$ cat src/rtl/lane_serial_scheduler.sv
// Serializes a captured 4-lane byte frame onto one output, one slot per transfer.
// Build option LANE_SKIP_INVALID_EN: emit only lanes whose captured valid bit is set.
module lane_serial_scheduler (
    input  logic       clk_1,
    input  logic       reset,
    input  logic [7:0] dataIn0,
    input  logic [7:0] dataIn1,
    input  logic [7:0] dataIn2,
    input  logic [7:0] dataIn3,
    input  logic       validIn0,
    input  logic       validIn1,
    input  logic       validIn2,
    input  logic       validIn3,
    input  logic       out_ready,
    output logic       in_ready,
    output logic [7:0] dataOut,
    output logic       validOut,
    output logic       selector0,
    output logic       selector1,
    output logic [7:0] frame_cnt
);

    typedef enum logic [0:0] {StIdle, StSend} stateT;

    stateT           stateQ, stateD;
    logic [3:0][7:0] holdDataQ, holdDataD;
    logic [3:0]      maskQ, maskD;
    logic [1:0]      slotQ, slotD;
    logic [7:0]      dataOutQ, dataOutD;
    logic            validOutQ, validOutD;
    logic [7:0]      frameCntQ, frameCntD;

    logic [3:0][7:0] inLanes;
    logic [3:0]      inMask;
    logic            lastSlot;
    logic [1:0]      nextSlot;
    logic [1:0]      firstSlot;
    logic            accept;

    assign inLanes = {dataIn3, dataIn2, dataIn1, dataIn0};
    assign inMask  = {validIn3, validIn2, validIn1, validIn0};

`ifdef LANE_SKIP_INVALID_EN
    logic [3:0] aboveMask;

    function automatic logic [1:0] lowestLane(input logic [3:0] m);
        if (m[0])      return 2'd0;
        else if (m[1]) return 2'd1;
        else if (m[2]) return 2'd2;
        else           return 2'd3;
    endfunction

    // Valid lanes strictly above the current slot decide where the frame goes next.
    always_comb begin
        aboveMask = maskQ & (4'b1110 << slotQ);
        lastSlot  = (aboveMask == 4'b0000);
        nextSlot  = lowestLane(aboveMask);
        firstSlot = lowestLane(inMask);
    end
`else
    always_comb begin
        lastSlot  = (slotQ == 2'd3);
        nextSlot  = slotQ + 2'd1;
        firstSlot = 2'd0;
    end
`endif

    assign in_ready = (stateQ == StIdle) || (lastSlot && out_ready);
    assign accept   = in_ready && (inMask != 4'b0000);

    always_comb begin
        stateD    = stateQ;
        holdDataD = holdDataQ;
        maskD     = maskQ;
        slotD     = slotQ;
        dataOutD  = dataOutQ;
        validOutD = validOutQ;
        frameCntD = frameCntQ;

        if (accept) begin
            // Covers both the IDLE accept and the back-to-back reload on the last slot.
            stateD    = StSend;
            holdDataD = inLanes;
            maskD     = inMask;
            slotD     = firstSlot;
            dataOutD  = inMask[firstSlot] ? inLanes[firstSlot] : 8'h00;
            validOutD = inMask[firstSlot];
            frameCntD = frameCntQ + 8'd1;
        end else if (stateQ == StSend && out_ready) begin
            if (lastSlot) begin
                stateD    = StIdle;
                slotD     = 2'd0;
                dataOutD  = 8'h00;
                validOutD = 1'b0;
            end else begin
                slotD     = nextSlot;
                dataOutD  = maskQ[nextSlot] ? holdDataQ[nextSlot] : 8'h00;
                validOutD = maskQ[nextSlot];
            end
        end
    end

    always_ff @(posedge clk_1 or posedge reset) begin
        if (reset) begin
            stateQ    <= StIdle;
            holdDataQ <= '0;
            maskQ     <= '0;
            slotQ     <= 2'd0;
            dataOutQ  <= 8'h00;
            validOutQ <= 1'b0;
            frameCntQ <= 8'h00;
        end else begin
            stateQ    <= stateD;
            holdDataQ <= holdDataD;
            maskQ     <= maskD;
            slotQ     <= slotD;
            dataOutQ  <= dataOutD;
            validOutQ <= validOutD;
            frameCntQ <= frameCntD;
        end
    end

    assign dataOut   = dataOutQ;
    assign validOut  = validOutQ;
    assign selector0 = slotQ[1];
    assign selector1 = slotQ[0];
    assign frame_cnt = frameCntQ;

endmodule

$ cat config.mk
export PLATFORM = sky130hd
export DESIGN_NAME = lane_serial_scheduler
export DESIGN_NICKNAME = d
export VERILOG_FILES = /design/src/rtl/lane_serial_scheduler.sv
export SDC_FILE = /design/constraint.sdc
export NUM_CORES = 1
export LEC_CHECK = 0
export ABC_CLOCK_PERIOD_IN_PS = 3600
export CAP_MARGIN = 5
export CORE_ASPECT_RATIO = 0.5
export CORE_MARGIN = 2
export CORE_UTILIZATION = 50
export CTS_CLUSTER_SIZE = 28
export DETAILED_ROUTE_END_ITERATION = 8
export PLACE_DENSITY_LB_ADDON = 0.3
export SYNTH_ARGS = -nofsm -noshare
export SYNTH_HDL_FRONTEND = slang
export SYNTH_SLANG_ARGS = --single-unit
$ cat constraint.sdc
create_clock -name clk_1 -period 3.6 [get_ports clk_1]
set_clock_uncertainty 0.15 [all_clocks]
set_input_delay 0.72 -clock clk_1 [delete_from_list [all_inputs] [get_ports clk_1]]
set_output_delay 0.72 -clock clk_1 [all_outputs]
set_load 0.01 [all_outputs]
==> flow_metrics.tcl, run 1 <==
set metrics [dict create \
    yosys.area.top_type "dfrtp_1" \
    overflow 0 \
    core-area_um2 4950 \
    drt_pass1_iterations 4 \
    drc 0 \
    power.density_nw_per_um2 763 \
    p_leak_uw 0.00140 \
    clk_pin_slew_worst_paths_ps 100 \
    cts_max_path_buffers 2 \
    synth_cell_types 31 \
    rsz0062_at_grt "no" \
    hold_viol 0 \
    antenna_found_initial 0 \
    die-area_um2 5800 \
    wl_mm 5.24 \
    route.detailed.wl_per_inst_um 17.5 \
    fmax_mhz 313 \
    vias 1628 \
    outcome "completed" \
    htreeDepth 2 \
    synth_top_family_by_area "multiplexers" \
    n_antenna_cell 0 \
    syn_avg_cell_area_um2 15.5 \
    cts_tree "yes" \
    min_period_over_period_pct 88.8 \
    clk_latency_ps 320 \
    grt_pass1_vias 1691 \
    grt_max_degree 28 \
    grt_first_pass_wirelength_mm 8.42 \
    io_buffers 58 \
    syn-instance-count 167 \
    worst_slack_ps 401 \
    maxSlewHeadroom_pct 52.0 \
    finalCriticalPeriod_ps 3200 \
    postCtsHoldBufs 0 \
    io_pins 59 \
    initial_utilization_pct 52.2 \
    max_cap_viol_count 0 \
    final_nets 270 \
    die_w_um 106 \
    synth-edff-count 0 \
    place_ws_ps 410 \
    drt-initial-drc-count 50 \
    critPathMaxFanout 14 \
    rows 18 \
    die_y_um 54.9 \
    crit_required_ps 2730 \
    ys.flop_type "dfrtp_1" \
    cts_num_sinks 56 \
    synth_warnings 0 \
    cts_buffers 5 \
    ys_top_cells_by_area "dfrtp_1 (54%), mux2_4 (12%), mux4_2 (7.8%)" \
    synth_top_area_share_pct 54.1 \
    syn_nets 208 \
    viasPerCell 5.44 \
    syn_to_final_growth_pct 28.9 \
    setup_viol 0 \
    ant_nets 0 \
    cts_setup_buffers 0 \
    synth_compound_area_share_pct 4.98 \
    synth_seq_cells 56 \
    cts-resized-gates 0 \
    reg2reg_slack_ps 1220 \
    cts_root_buf "clkbuf_8" \
    worst_pin_slew_ps 718 \
    synth_xor_area_share_pct 2.37 \
    slew_viol_final 0 \
    finalPower_uw 2550 \
    ys_seq_area_share_pct 54.1 \
    worstHoldPathType "reg2reg" \
    gp_congestion 0.803 \
    hpwl_mm 3.75 \
    synth_mux_area_share_pct 27.3 \
    start_kind "input pin" \
    syn_area_um2 2590 \
    synth-simple-area-share_pct 7.78 \
    tns_ps 0 \
    crit_arrival_ps 2330 \
    track_usage_pct 19.9 \
    drive_gt1_share_pct 27.9 \
    end_kind "output port" \
    fillers 355 \
    ir_drop_uv 328 \
    criticalPathCategory "in2out" \
    synthAdderAreaFrac_pct 0.967 \
    postSynth.asyncResetShare_pct 100 \
]
## layer usage
metal	track usage [%]	vias up	part of all wire, %
li1	-	755	-
met1	25.8	832	46
met2	34.1	34	48
met3	3.93	7	4.1
met4	8.55	0	1.6
met5	0	-	0
## critical path, cell delays in order
cell and delay (ps):
clkdlybuf4s50_1 650, a21boi_4 150, inv_2 220, clkdlybuf4s50_1 580
## cell type report
type | instances | area [um2] | area share, %
Tap cell | 70 | 87.6 | 2.63
Sequential cell | 56 | 1400 | 42.0
Timing Repair Buffer | 63 | 631 | 18.9
Inverter | 2 | 7.51 | 0.225
Clock inverter | 2 | 12.5 | 0.375
Multi-Input combinational cell | 101 | 1130 | 33.8
Clock buffer | 5 | 68.8 | 2.06
## layout by cell type (no fill, tap or decap)
| cell type | synthesis | routed |
|---|---|---|
| a21boi_4 | 1 | 1 |
| a21oi_1 | 1 | 1 |
| a221o_1 | 9 | 9 |
| and3_1 | 8 | 8 |
| and4_1 | 1 | 1 |
| buf_12 | 0 | 1 |
| buf_4 | 0 | 4 |
| clkbuf_8 | 0 | 5 |
| clkdlybuf4s50_1 | 0 | 58 |
| clkinv_2 | 0 | 1 |
| clkinvlp_4 | 0 | 1 |
| dfrtp_1 | 56 | 56 |
| ha_1 | 2 | 2 |
| inv_2 | 1 | 2 |
| mux2_2 | 16 | 16 |
| mux2_4 | 20 | 20 |
| mux2i_4 | 1 | 1 |
| mux4_2 | 9 | 9 |
| nand2_1 | 7 | 7 |
| nand3_1 | 4 | 4 |
| nand4_1 | 2 | 2 |
| nor2_4 | 0 | 1 |
| nor2b_1 | 1 | 1 |
| nor3_1 | 2 | 2 |
| nor3b_1 | 1 | 1 |
| nor3b_2 | 1 | 1 |
| nor4_1 | 2 | 2 |
| nor4_4 | 1 | 1 |
| o21ai_0 | 3 | 3 |
| or4_1 | 1 | 1 |
| xnor2_1 | 2 | 2 |
| xor2_1 | 5 | 5 |
## cell families after synthesis
family,after synthesis
adders and majority gates,2
DFF,56
AOI/OAI and AO/OA,14
xor gates and xnor gates,7
buffers and inverters,10
and+or+nand+nor,32
muxes,46
## per-stage QoR
step,util (%),hold slack (ps),cell area [um2],cells
after floorplan,-,319,2590,167
after global placement,65.7,308,3250,292
after detailed placement,65.7,315,3250,292
after CTS,67.3,329,3340,299
after global routing,67.3,343,3340,299
final,67.3,329,3340,299
## registers in the layout, indices dropped and copies added, names as in the netlist
name       cells
holdDataQ     32
dataOut        8
frame_cnt      8
maskQ          4
slotQ          2
stateQ         1
validOut       1
## cell usage after synthesis, types with 3 or more instances
cell and number:
dfrtp_1 56, mux2_4 20, mux2_2 16, a221o_1 9
mux4_2 9, and3_1 8, nand2_1 7, xor2_1 5
nand3_1 4, buf_2 3, buf_6 3, o21ai_0 3
## power by group
part / internal [uW] / switching, uW
Clock: 132 / 204
Sequential: 919 / 190
Combinational: 712 / 390
## final timing paths
check	cells after the start	start	to
setup / recovery	4	out_ready	in_ready
hold / removal	1	frame_cnt[7]$_DFFE_PP0N_	frame_cnt[7]$_DFFE_PP0N_
setup reg to reg	4	slotQ[1]$_DFFE_PP0P_	dataOut[0]$_DFFE_PP0P_
hold reg to reg	1	frame_cnt[7]$_DFFE_PP0N_	frame_cnt[7]$_DFFE_PP0N_
max in group asynchronous	3	reset	holdDataQ[14]$_DFFE_PP0N_
min in group asynchronous	2	reset	slotQ[1]$_DFFE_PP0P_
Note: power is estimated with default switching activity, not from simulation.
==> inputs of run 2 (changes only) <==
GPL_TIMING_DRIVEN = 0   (was not set)
==> run 2 against run 1 <==
Compared with the run above:
- global-route usage grew 0.18 points
- cell area grew 2.0%
- routed wire length grew 1.9%
- worst hold slack lost 5.0 ps
- cell count grew 1.7%
- maximum frequency shrank 5.7%
- sequential share of layout area shrank 0.83 points
- register-to-register slack gained 20 ps
==> flow_metrics.tcl, run 2 (synthesized netlist as in run 1, its figures left out) <==
set metrics [dict create \
    dp.cells 296 \
    clk_pin_slew_worst_paths_ps 100 \
    tns_ps 0 \
    end_kind "output port" \
    viasPerCell 5.52 \
    cts_tree "yes" \
    wl_met1_mm 2.43 \
    largest_reg_flops 32 \
    io_buffers 58 \
    drt-initial-drc-count 56 \
    drt_pass1_iterations 4 \
    overflow 0 \
    cts_setup_buffers 0 \
    htreeDepth 2 \
    hpwl_mm 3.76 \
    worst_path_most_repeated_cell "clkdlybuf4s50_1" \
    start_kind "input pin" \
    initial_utilization_pct 52.2 \
    die-area_um2 5800 \
    path_cells "clkdlybuf4s50_1 -> a21boi_4 -> inv_2 -> buf_2 -> clkdlybuf4s50_1" \
    worst_pin_slew_ps 670 \
    cts_root_buf "clkbuf_8" \
    mostFrequentLayoutCell "clkdlybuf4s50_1" \
    power.density_nw_per_um2 779 \
    setup_viol 0 \
    rows 18 \
    core-area_um2 4950 \
    wl_met3_um 221 \
    ant_nets 0 \
    crit_slowest_cell "clkdlybuf4s50_1" \
    finalCriticalPeriod_ps 3390 \
    grt_max_degree 42 \
    maxSlewHeadroom_pct 55.1 \
    cts_max_path_buffers 2 \
    drive_gt1_share_pct 29.1 \
    route.detailed.wl_per_inst_um 17.6 \
    grt_pass1_vias 1739 \
    top_register "holdDataQ" \
    wl_met2_mm 2.61 \
    antenna_found_initial 0 \
    final_cell_mix "clkdlybuf4s50_1 (58), dfrtp_1 (56), mux2_4 (20)" \
    min_period_over_period_pct 94.2 \
    fillers 357 \
    postCtsHoldBufs 0 \
    cts-resized-gates 0 \
    reg2reg_from "slotQ[0]$_DFFE_PP0P_" \
    fmax_mhz 295 \
    max_cap_viol_count 0 \
    instances_no_fill 304 \
    grt_first_pass_wirelength_mm 8.67 \
    ir_drop_uv 333 \
    cts_buffers 5 \
    criticalPathCategory "in2out" \
    final_nets 274 \
    critPathMaxStageDelay_ps 680 \
    syn_to_final_growth_pct 31.5 \
    rsz0062_at_grt "no" \
    min-delay-start "frame_cnt[7]$_DFFE_PP0N_" \
    cp.buffers_inverters 4 \
    slew_viol_final 0 \
    clk_latency_ps 310 \
    hold_viol 0 \
    critPathMaxFanout 10 \
    wl_mm 5.34 \
    path_delay_family "buffers and inverters" \
    io_pins 59 \
    die_w_um 106 \
    vias 1677 \
    crit_required_ps 2730 \
    track_usage_pct 20.1 \
    die_y_um 54.9 \
    crit_arrival_ps 2520 \
    outcome "completed" \
    finalPower_uw 2650 \
    cts_num_sinks 56 \
    n_antenna_cell 0 \
    top_layer_used "met4" \
    startpoint "out_ready" \
    drc 0 \
    p_leak_uw 0.00144 \
    worstHoldPathType "reg2reg" \
    gp_congestion 0.775 \
]
## run 2: cell type report
cell class | instances | area [um2] | share of cell area, %
clock buffers | 7 | 96.3 | 2.83
plain buffers | 8 | 57.6 | 1.69
multi-input cells | 101 | 1120 | 33.0
flip-flops and latches | 56 | 1400 | 41.2
repair buffers | 59 | 601 | 17.6
inverters | 2 | 7.51 | 0.221
well taps | 70 | 87.6 | 2.57
clock inverters | 1 | 30.0 | 0.882
## run 2: layer usage
| metal | GRT usage, % | vias to the layer above |
|---|---|---|
| li1 | - | 757 |
| met1 | 26.5 | 864 |
| met2 | 34.6 | 47 |
| met3 | 4.05 | 9 |
| met4 | 6.36 | 0 |
| met5 | 0 | - |
## run 2: worst paths after layout
kind	end	slack, ps	depth (start not counted)
setup reg to reg	dataOut[0]$_DFFE_PP0P_	1240	5
max in group asynchronous	holdDataQ[31]$_DFFE_PP0N_	2230	3
hold reg to reg	frame_cnt[7]$_DFFE_PP0N_	320	1
setup / recovery	in_ready	210	5
min in group asynchronous	frame_cnt[3]$_DFFE_PP0N_	540	2
hold / removal	frame_cnt[7]$_DFFE_PP0N_	320	1
## run 2: through the flow
stage	instance area, um2	hold slack (ps)	worst slack [ps]	utilization (%)
CTS	3400	326	230	68.7
detailed placement	3280	312	246	66.1
global route	3400	363	172	68.7
global placement	3260	309	284	65.7
floorplan	2590	319	1360	-
finish	3400	324	209	68.7
## run 2: worst register-to-register path, delay by kind of cell (launching register included)
family	cells	cell delay, ps
AND/OR/NAND/NOR	1	560
flip-flops	1	470
adder cells (fa/ha/maj)	1	310
buffers and inverters	1	290
AO/OA/AOI/OAI	1	270
multiplexers	1	250
## run 2: report_power, final
group	switching, uW	internal (uW)	leakage (uW)
Sequential	193	920	0.000661
Combinational	384	713	0.000719
Clock	198	246	0.0000645
Total	774	1880	0.00144
==> inputs of run 3 (changes only) <==
CORE_ASPECT_RATIO = 1.25   (was 0.5)
DONT_BUFFER_PORTS = 1   (was not set)
==> run 3 against run 2 <==
Compared with the run above:
- core utilization fell by 14 points
- critical path depth fell by 1
- largest power group unchanged
- first-iteration DRC count rose by 16%
- cell count fell by 22%
- combinational power fell by 22%
- register-to-register slack got worse by 130 ps
- total power fell by 11%
- clock-buffer cell count rose by 1
- sequential cell count did not move
==> flow_metrics.tcl, run 3 (synthesized netlist as in run 1, its figures left out) <==
set metrics [dict create \
    outcome "completed" \
    die-area_um2 5770 \
    min_period_over_period_pct 73.3 \
    vias 1469 \
    postCtsHoldBufs 0 \
    dp.cells 230 \
    fmax_mhz 379 \
    route.detailed.wl_per_inst_um 22.5 \
    finalCriticalPeriod_ps 2640 \
    maxSlewHeadroom_pct 50.6 \
    path_cells "ha_1 -> a21boi_4 -> inv_2 -> buf_2" \
    cts_buffers 5 \
    cts_root_buf "clkbuf_8" \
    syn_to_final_growth_pct 7.25 \
    cp.buffers_inverters 2 \
    overflow 0 \
    crit_required_ps 2730 \
    holdWs_ps 101 \
    setup_viol 0 \
    mostFrequentLayoutCell "dfrtp_1" \
    drc 0 \
    hold_viol 0 \
    worstHoldPathType "in2async" \
    instances_no_fill 238 \
    max_cap_viol_count 0 \
    clk_pin_slew_worst_paths_ps 100 \
    rsz0062_at_grt "no" \
    top_register "holdDataQ" \
    cts_tree "yes" \
    htreeDepth 2 \
    grt_first_pass_wirelength_mm 8.49 \
    gp_congestion 0.749 \
    ir_drop_uv 468 \
    cts_max_path_buffers 2 \
    largest_reg_flops 32 \
    critPathMaxFanout 10 \
    place_ws_ps 1110 \
    end_kind "output port" \
    final_cell_mix "dfrtp_1 (56), mux2_4 (20), mux2_2 (16)" \
    p_leak_uw 0.00120 \
    track_usage_pct 20.6 \
    n_antenna_cell 0 \
    startpoint "slotQ[0]$_DFFE_PP0P_" \
    rows 29 \
    crit_slowest_cell "dfrtp_1" \
    power.density_nw_per_um2 852 \
    antenna_found_initial 0 \
    worst_pin_slew_ps 738 \
    critPathMaxStageDelay_ps 500 \
    viasPerCell 6.17 \
    criticalPathCategory "reg2out" \
    io_buffers 0 \
    drt_pass1_iterations 4 \
    cts_setup_buffers 0 \
    cts-resized-gates 0 \
    ant_nets 0 \
    start_kind "register" \
    place_area_um2 2690 \
    crit_arrival_ps 1770 \
    drive_gt1_share_pct 37.5 \
    slew_viol_final 0 \
    grt_pass1_vias 1695 \
    initial_utilization_pct 51.3 \
    core-area_um2 5040 \
    path_delay_family "flip-flops" \
    hpwl_mm 3.80 \
    reg2reg_from "slotQ[0]$_DFFE_PP0P_" \
    final_area_um2 2780 \
    final_nets 216 \
    cts_num_sinks 56 \
    worst_slack_ps 961 \
    wl_mm 5.37 \
    tns_ps 0 \
    grt_max_degree 42 \
    drt-initial-drc-count 65 \
    die_y_um 84.5 \
    clk_latency_ps 310 \
    die_w_um 68.4 \
    io_pins 59 \
]
-- run 3: cell count changes in the layout (fill, tap and decap cells not counted), sizes merged --
| cell | before | now |
|---|---|---|
| clkbuf | 9 | 10 |
| clkdlybuf4s50 | 58 | 0 |
| bufinv | 1 | 0 |
-- run 3: layout make-up --
cell class,count,area [um2]
Clock buffer,8,90.1
Multi-Input combinational cell,101,1120
Buffer,8,57.6
Timing Repair Buffer,1,20.0
Sequential cell,56,1400
Fill cell,405,2270
Tap cell,62,77.6
Inverter,2,7.51
-- run 3: power breakdown --
part | switching [uW] | total [uW] | internal (uW)
sequential | 242 | 1160 | 919
clock | 191 | 349 | 157
combinational | 311 | 856 | 545
total | 744 | 2370 | 1620
-- run 3: final timing paths --
check                                             to  slack [ps]  cells past startpoint
min in group clk_1         holdDataQ[20]$_DFFE_PP0N_         360                      1
setup / recovery                            in_ready         960                      4
hold reg to reg            holdDataQ[20]$_DFFE_PP0N_         360                      1
max in group asynchronous  holdDataQ[27]$_DFFE_PP0N_        2670                      2
hold / removal             holdDataQ[22]$_DFFE_PP0N_         100                      1
setup reg to reg              dataOut[0]$_DFFE_PP0P_        1110                      5
-- run 3: per-stage QoR --
step	util, %	power, uW
4_1_cts	55.0	2390
3_3_place_gp	52.9	1980
3_5_place_dp	53.3	2040
6_report	55.0	2370
5_1_grt	55.0	2520
2_1_floorplan	-	1830
-- run 3: metal layers --
layer  global-route usage [%]  wire length (um)  vias up
li1                         -                 -      641
met1                     24.9              2090      760
met2                     33.1              2770       56
met3                     6.57               377       12
met4                     9.27               129        0
met5                        0                 0        -
